File: src/rtl/glyph_scan_ctrl.sv
// glyph_scan_ctrl
// Sequencer for the 1-bit digit glyph ROMs. It walks every address of one
// digit ROM and streams each pixel, tagged with its row and column, to the
// display writer over a valid/ready interface. A 2-entry output FIFO absorbs
// the ROM's 1-cycle read latency and any downstream backpressure.
//
// Ports
//   clock      rising-edge clock, shared with the ROMs
//   rst_n      asynchronous active-low reset
//   start      scan request for `digit`, sampled only while idle
//   digit      glyph code to render (0..DIGIT_MAX)
//   abort      cancel the scan in progress (overrides start while idle)
//   rom_sel    ROM mux select, latched from `digit` on an accepted start
//   rom_addr   address to the selected ROM (row*GLYPH_W + col)
//   rom_q      muxed ROM data, valid the cycle after rom_addr is sampled
//   pix_valid  pixel available at the FIFO head
//   pix_ready  consumer accepts the pixel
//   pix_data   pixel value
//   pix_col    pixel column
//   pix_row    pixel row
//   pix_last   final pixel of the glyph
//   busy       scan or drain in progress
//   done       one-cycle pulse when the last pixel has left the block
//   err        one-cycle pulse when a start carries an out-of-range digit
module glyph_scan_ctrl #(
  parameter int  GLYPH_W   = 8,
  parameter int  GLYPH_H   = 16,
  parameter int  ADDR_W    = 7,
  parameter int  DIGIT_MAX = 9,
  localparam int COL_W     = $clog2(GLYPH_W),
  localparam int ROW_W     = $clog2(GLYPH_H)
) (
  input  logic              clock,
  input  logic              rst_n,
  input  logic              start,
  input  logic [3:0]        digit,
  input  logic              abort,
  output logic [3:0]        rom_sel,
  output logic [ADDR_W-1:0] rom_addr,
  input  logic              rom_q,
  output logic              pix_valid,
  input  logic              pix_ready,
  output logic              pix_data,
  output logic [COL_W-1:0]  pix_col,
  output logic [ROW_W-1:0]  pix_row,
  output logic              pix_last,
  output logic              busy,
  output logic              done,
  output logic              err
);

  localparam logic [3:0]        DIGIT_LIM = 4'(DIGIT_MAX);
  localparam logic [ADDR_W-1:0] LAST_ADDR = '1;

  typedef enum logic [1:0] {IDLE, SCAN, DRAIN} state_t;

  function automatic logic is_last(input logic [ADDR_W-1:0] a);
    return a == LAST_ADDR;
  endfunction

  state_t            state, state_nx;
  logic              accept, issue, pop, push;
  logic [1:0]        fifo_cnt;
  logic [1:0]        wr_slot;
  logic [2:0]        occ;

  logic              vld_p1;
  logic [ADDR_W-1:0] addr_p1;
  logic [1:0]        dat_p2;
  logic [ADDR_W-1:0] addr_p2 [2];

  assign pix_valid = (fifo_cnt != 2'd0);
  assign pop       = pix_valid & pix_ready;
  // An abort flushes the FIFO, so the ROM result of an in-flight read is dropped.
  assign push      = vld_p1 & ~abort;
  assign occ       = {1'b0, fifo_cnt} + {2'b00, vld_p1};
  assign wr_slot   = fifo_cnt - {1'b0, pop};

  // State register
  always_ff @(posedge clock or negedge rst_n) begin
    if (!rst_n) state <= IDLE;
    else        state <= state_nx;
  end

  // Next-state logic
  always_comb begin
    state_nx = state;
    case (state)
      IDLE:    if (accept) state_nx = SCAN;
      SCAN: begin
        if (abort)                           state_nx = IDLE;
        else if (issue && is_last(rom_addr)) state_nx = DRAIN;
      end
      DRAIN:   if (abort || done) state_nx = IDLE;
      default: state_nx = IDLE;
    endcase
  end

  // Output / control decode
  always_comb begin
    accept = 1'b0;
    issue  = 1'b0;
    busy   = 1'b0;
    done   = 1'b0;
    err    = 1'b0;
    case (state)
      IDLE: begin
        accept = start && !abort && (digit <= DIGIT_LIM);
        err    = start && !abort && (digit > DIGIT_LIM);
      end
      SCAN: begin
        busy  = 1'b1;
        // Only issue when the result is guaranteed a FIFO slot after this
        // cycle's pop, counting the read already in flight.
        issue = !abort && (occ < (3'd2 + {2'b00, pop}));
      end
      DRAIN: begin
        busy = 1'b1;
        done = !abort && (fifo_cnt == 2'd0) && !vld_p1;
      end
      default: ;
    endcase
  end

  // Stage p0 -> p1: address issue, ROM read in flight
  always_ff @(posedge clock or negedge rst_n) begin
    if (!rst_n) begin
      rom_sel  <= '0;
      rom_addr <= '0;
      vld_p1   <= 1'b0;
      fifo_cnt <= '0;
    end else begin
      vld_p1 <= issue;
      if (accept) begin
        rom_sel  <= digit;
        rom_addr <= '0;
      end else if (issue && !is_last(rom_addr)) begin
        rom_addr <= rom_addr + ADDR_W'(1);
      end
      if (abort) fifo_cnt <= '0;
      else       fifo_cnt <= fifo_cnt + 2'(push) - 2'(pop);
    end
  end

  always_ff @(posedge clock) begin
    if (issue) addr_p1 <= rom_addr;
  end

  // Stage p1 -> p2: ROM data captured into the 2-entry FIFO (entry 0 is the head)
  always_ff @(posedge clock) begin
    if (pop) begin
      dat_p2[0]  <= dat_p2[1];
      addr_p2[0] <= addr_p2[1];
    end
    if (push) begin
      if (wr_slot == 2'd0) begin
        dat_p2[0]  <= rom_q;
        addr_p2[0] <= addr_p1;
      end else begin
        dat_p2[1]  <= rom_q;
        addr_p2[1] <= addr_p1;
      end
    end
  end

  // FIFO storage is not reset; outputs are gated so they read 0 when empty.
  assign pix_data = pix_valid & dat_p2[0];
  assign pix_col  = pix_valid ? addr_p2[0][COL_W-1:0]      : '0;
  assign pix_row  = pix_valid ? addr_p2[0][ADDR_W-1:COL_W] : '0;
  assign pix_last = pix_valid & is_last(addr_p2[0]);

endmodule

File: config.mk
export PLATFORM = sky130hd
export DESIGN_NAME = glyph_scan_ctrl
export DESIGN_NICKNAME = d
export VERILOG_FILES = /design/src/rtl/glyph_scan_ctrl.sv
export SDC_FILE = /design/constraint.sdc
export NUM_CORES = 1
export LEC_CHECK = 0
export ABC_AREA = 1
export CORE_ASPECT_RATIO = 0.5
export CORE_MARGIN = 4
export CORE_UTILIZATION = 52
export CTS_BUF_LIST = sky130_fd_sc_hd__clkbuf_16
export CTS_CLUSTER_DIAMETER = 100
export DETAILED_ROUTE_END_ITERATION = 6
export GPL_ROUTABILITY_DRIVEN = 0
export PLACE_DENSITY = 0.75
export SYNTH_ARGS = -nofsm -noshare
export SYNTH_HDL_FRONTEND = slang
export SYNTH_SLANG_ARGS = --single-unit
File: constraint.sdc
create_clock -name clock -period 2.3 [get_ports clock]
set_input_delay 0.345 -clock clock [delete_from_list [all_inputs] [get_ports clock]]
set_output_delay 0.345 -clock clock [all_outputs]
set_load 0.02 [all_outputs]
## After elaboration in Yosys (flattened, before gate mapping)

Memories as Yosys holds them, arrays and structs flattened.
Cells that the tools add are included.

| word-level totals | value |
|---|---|
| output and inout port bits | 24 |
| word-level logic and storage cells | 79 |
| latch bits | 0 |
| input bits | 10 |
| memory bits (writable) | 14 |
| memories kept | 1 |
| ROM bits | 0 |
| register bits | 25 |

| cells by class | value |
|---|---|
| multipliers | 0 |
| $add $sub $neg | 6 |
| eq/ne operators | 7 |
| bitwise logic cells | 7 |
| div/mod/pow operators | 0 |
| reduce and logical (&&, ||, !) cells | 20 |
| shift operators | 0 |
| multiplexer cells | 27 |
| $lt $le $gt $ge | 3 |

Memory list:

| memory | words | width | read ports | clocked after memory_dff | write ports | RTL line | text |
|---|---|---|---|---|---|---|---|
| addr_p2 | 2 | 7 | 2 | 0 | 2 | 70 | `logic [ADDR_W-1:0] addr_p2 [2];` |

Operators with widths:

| cell | number |
|---|---|
| 2-to-1 mux 7 bit | 3 |
| 2-to-1 mux 1 bit | 16 |
| equality test 7 bit (second input constant) | 2 |
| 2-to-1 mux 2 bit | 5 |
| logical AND 1 bit | 8 |
| adder 7 x 1 -> 7 bit (second input constant) | 1 |
| zero test 2 bit | 3 |
| case mux 2 bit (3 select lines) | 1 |
| bitwise AND 1 bit | 4 |
| greater-than comparator 4 bit (second input constant) | 1 |
| less-or-equal comparator 4 bit (second input constant) | 1 |
| 2-to-1 mux 4 bit | 1 |
| != test 2 bit (second input constant) | 2 |
| nonzero test 2 bit | 2 |
| subtractor 2 x 1 -> 2 bit | 2 |
| adder 2 x 1 -> 3 bit | 1 |
| adder 2 x 1 -> 3 bit (first input constant) | 1 |
| zero test 1 bit | 3 |
| < comparator 3 bit | 1 |
| 2-to-1 mux 3 bit | 1 |
| != test 3 bit (second input constant) | 1 |
| AND reduction 3 bit | 1 |
| adder 2 x 1 -> 2 bit | 1 |
| equality test 2 x 1 -> 1 bit (second input constant) | 1 |
| 6 further kinds | 7 |

## Longest topological paths before layout

| depth | value |
|---|---|
| depth after elaboration | 10 |
| mapped depth | 10 |
| depth with buffers taken out | 10 |

## Worst setup path before layout

No wires, ideal clock.

| timing path | value |
|---|---|
| kind | register to register |
| start | reg fifo_cnt[1] |
| end | mem addr_p2[0][0], enable pin |
| library setup time | 0.323 ns |
| stages on the path, launching flop included | 10 |
| buffers on the path | 0 |
| arrival | 1.655 ns |
| required time | 1.977 ns |
| setup slack | 0.321 ns |
| cell sequence | dfrtp_1 > inv_1 > nand2_2 > nand2_1 > inv_1 > ha_1 > xor2_2 > nor2_4 > nand2_4 > nand2_1 |

RTL lines:

| what | RTL line | text |
|---|---|---|
| start, declared | 63 | `logic [1:0] fifo_cnt;` |
| start signal, assigned | 141 | `else fifo_cnt <= fifo_cnt + 2'(push) - 2'(pop);` |
| end, declared | 70 |  |

## Worst setup path in the final report

| timing path | value |
|---|---|
| start | reg fifo_cnt[1] |
| end | out done |

| between the ends | value |
|---|---|
| cells in the longest elaborated chain, start to end | 4 |

RTL lines:

| what | RTL line | text |
|---|---|---|
| zero test 2 bit | 119 | `done = !abort && (fifo_cnt == 2'd0) && !vld_p1;` |
| logical AND 1 bit (2 in series) | 119 |  |
| 2-to-1 mux 1 bit | 106 | `case (state)` |
| end, declared | 48 | `output logic done,` |

Every way passes these cells.

==> impl_metrics.ini <==
[status]
status = completed

[cts]
insertion_delay_ns = 0.28
cts-root-buf = clkbuf_16
path_clk_slew_ns = 0.06
clkSinkCount = 39
cts_hold_buf = 0
htree_num_levels = 2
cts_buffers = 5
clockBufferDepth = 2
tritoncts = done

[floorplan]
die_y_um = 51.4
die_w_um = 94.8
io_pins = 34
core.rowCount = 15
start_util_pct = 55.5
core_um2 = 3530
die_area_um2 = 4870

[final_layout]
layout-drive-gt1-share_pct = 14.6
antennaDiodeCount = 0
final_cells = 291
fin_util_pct = 71.1
area_growth_pct = 28.0
nNetsFinal = 257

[route]
routed_wl_um = 3410
num_vias = 1395
drtAntennaViolNets = 0
dr.pass1.iters = 4
via_per_inst = 4.79
wire_per_inst_um = 11.7
drtIter0Drc = 33
drc_errors = 0

[grt]
grt_use_total_pct = 16.5
antenna_found_initial = 0
first_global_vias = 1362
grt_pass1_wl_um = 6130
grt_max_degree = 17
grt_overflow = 0

[timing]
final-hold-violation-count = 0
worstMarginPinSlew_ns = 0.713
slew_headroom_pct = 52.3
max_freq_ghz = 0.469
fin_crit_ns = 2.13
rsz0062_at_grt = no
setup-violations-final = 0
min_period_over_period_pct = 92.7
slew_viol_final = 0
finClkSkew_ns = 0.00640
final.setup.tns_ns = 0

[synthesis]
yosys.cell_types.count = 27
yosysTopAreaCell = edfxtp_1
synthTopCellsByCount = nand2_1 (46), inv_1 (26), edfxtp_1 (22), nand3_1 (22), dfrtp_1 (16)
synth_top_cell_area_share_pct = 33.7
ys_warn_count = 0
synth-async-reset-ratio_pct = 41.0
mappedNetlistNets = 214
synth_edf_count = 22
synthTopCellsByArea = edfxtp_1 (34%), dfrtp_1 (20%), nand2_1 (8.8%), nand3_1 (5.6%), ha_1 (5.1%)
ys.flop_type = edfxtp_1
yosysMostFrequentCell = nand2_1
netlist_area_um2 = 1960
avgSynthCellArea_um2 = 10.0
seq_area_frac_synth_pct = 55.2
netlist_instances = 196
ys_seq_elements = 39

[power]
peakVddDrop_v = 0.000601
power.leakage_nw = 1.17
p_per_area_nw_per_um2 = 1330

[critical_path]
path_class = register to primary output
worstSetupEndpointType = primary output
cp_max_fo = 4
cp.required_ns = 1.96
crit_arrival_ns = 1.79
start_kind = register

[placement]
io_buffers = 33
hpwl_um = 2630
placedCellCount = 282

[hold_path]
min_path_type = register to register

[job]
maxCapViolCount = 0
-- repair_timing --
action                                  CTS  global route
setup buffers                             0             1
endpoints found under the setup margin    2             1
resized for setup                         1             0
pin swaps                                 1             1
-- path summary, 6_finish.rpt --
check / from / to / slack [ns] / depth (start not counted)
hold reg to reg: addr_p1[4] / addr_p2[0][11] / 0.45 / 0
setup reg to reg: fifo_cnt[1] / addr_p2[0][1] / 0.31 / 9
setup / recovery: fifo_cnt[1] / done / 0.17 / 4
max in group asynchronous: rst_n / fifo_cnt[0] / 1.35 / 1
min in group asynchronous: rst_n / rom_sel[1] / 0.50 / 1
hold / removal: addr_p1[4] / addr_p2[0][11] / 0.45 / 0
-- kinds of logic after synthesis --
group / share of synthesized area (%)
flip-flops: 55.2
AND/OR/NAND/NOR: 27.7
XOR/XNOR: 2.17
buffers and inverters: 6.51
AO/OA/AOI/OAI: 3.32
adder cells (fa/ha/maj): 5.11
-- report_power, final --
group	switching [mW]	total [mW]	leakage [nW]	internal, mW
registers	0.156	1.16	0.422	1.00
logic	0.910	1.53	0.674	0.620
clock network	0.253	0.648	0.0710	0.395
-- stage by stage --
step / hold WS (ns) / worst slack, ns / power (mW) / cell area [um^2]
detailed placement: 0.435 / 0.101 / 2.69 / 2360
floorplan: 0.0494 / 0.321 / 2.15 / 1960
global placement: 0.439 / 0.159 / 2.64 / 2360
CTS: 0.451 / 0.00229 / 3.35 / 2500
finish: 0.451 / 0.167 / 3.34 / 2510
global route: 0.466 / 0.0662 / 3.60 / 2510
-- state kept, by name, summed over array words and instances (netlist names) --
signal and count:
rom_addr 7, state 2, addr_p2 14, dat_p2 2, fifo_cnt 2, vld_p1 1
addr_p1 7, rom_sel 4
-- cell type report --
| type | instances | area, um^2 |
|---|---|---|
| flip-flops and latches | 39 | 1080 |
| fillers | 280 | 1020 |
| multi-input cells | 127 | 751 |
| repair buffers | 38 | 367 |
| clock buffers | 5 | 125 |
| inverters | 28 | 105 |
| well taps | 51 | 63.8 |
| clock inverters | 3 | 16.3 |
-- placed cells by master (no fill, tap or decap), drive strengths merged --
master / netlist / final
dfrtp: 16 / 16
clkbuf: 0 / 5
clkdlybuf4s50: 0 / 32
clkinv: 0 / 1
ha: 8 / 8
a21oi: 3 / 3
edfxtp: 22 / 22
buf: 2 / 5
o21ai: 5 / 5
nor4: 1 / 1
nand4: 2 / 2
inv: 28 / 29
nor3: 3 / 3
nor2: 23 / 23
xor2: 4 / 4
dfxtp: 1 / 1
clkinvlp: 0 / 1
dlygate4sd2: 0 / 1
a22oi: 1 / 1
nand3: 23 / 23
nand2: 53 / 53
nand3b: 1 / 1
-- per-layer routing --
layer | track usage (%) | vias up | wire length, um
met5 | 0 | - | 0
met4 | 5.02 | 0 | 44
met3 | 4.56 | 4 | 125
met2 | 28.4 | 32 | 1640
met1 | 20.3 | 635 | 1600
li1 | - | 724 | -
-- worst max-delay path: stages, from the launching register on --
cell,delay (ns)
dfrtp_1,0.46
nor2_4,0.14
nand2_1,0.12
nor3_1,0.17
clkdlybuf4s50_1,0.63
No activity file was read; power rests on OpenSTA's default activity.
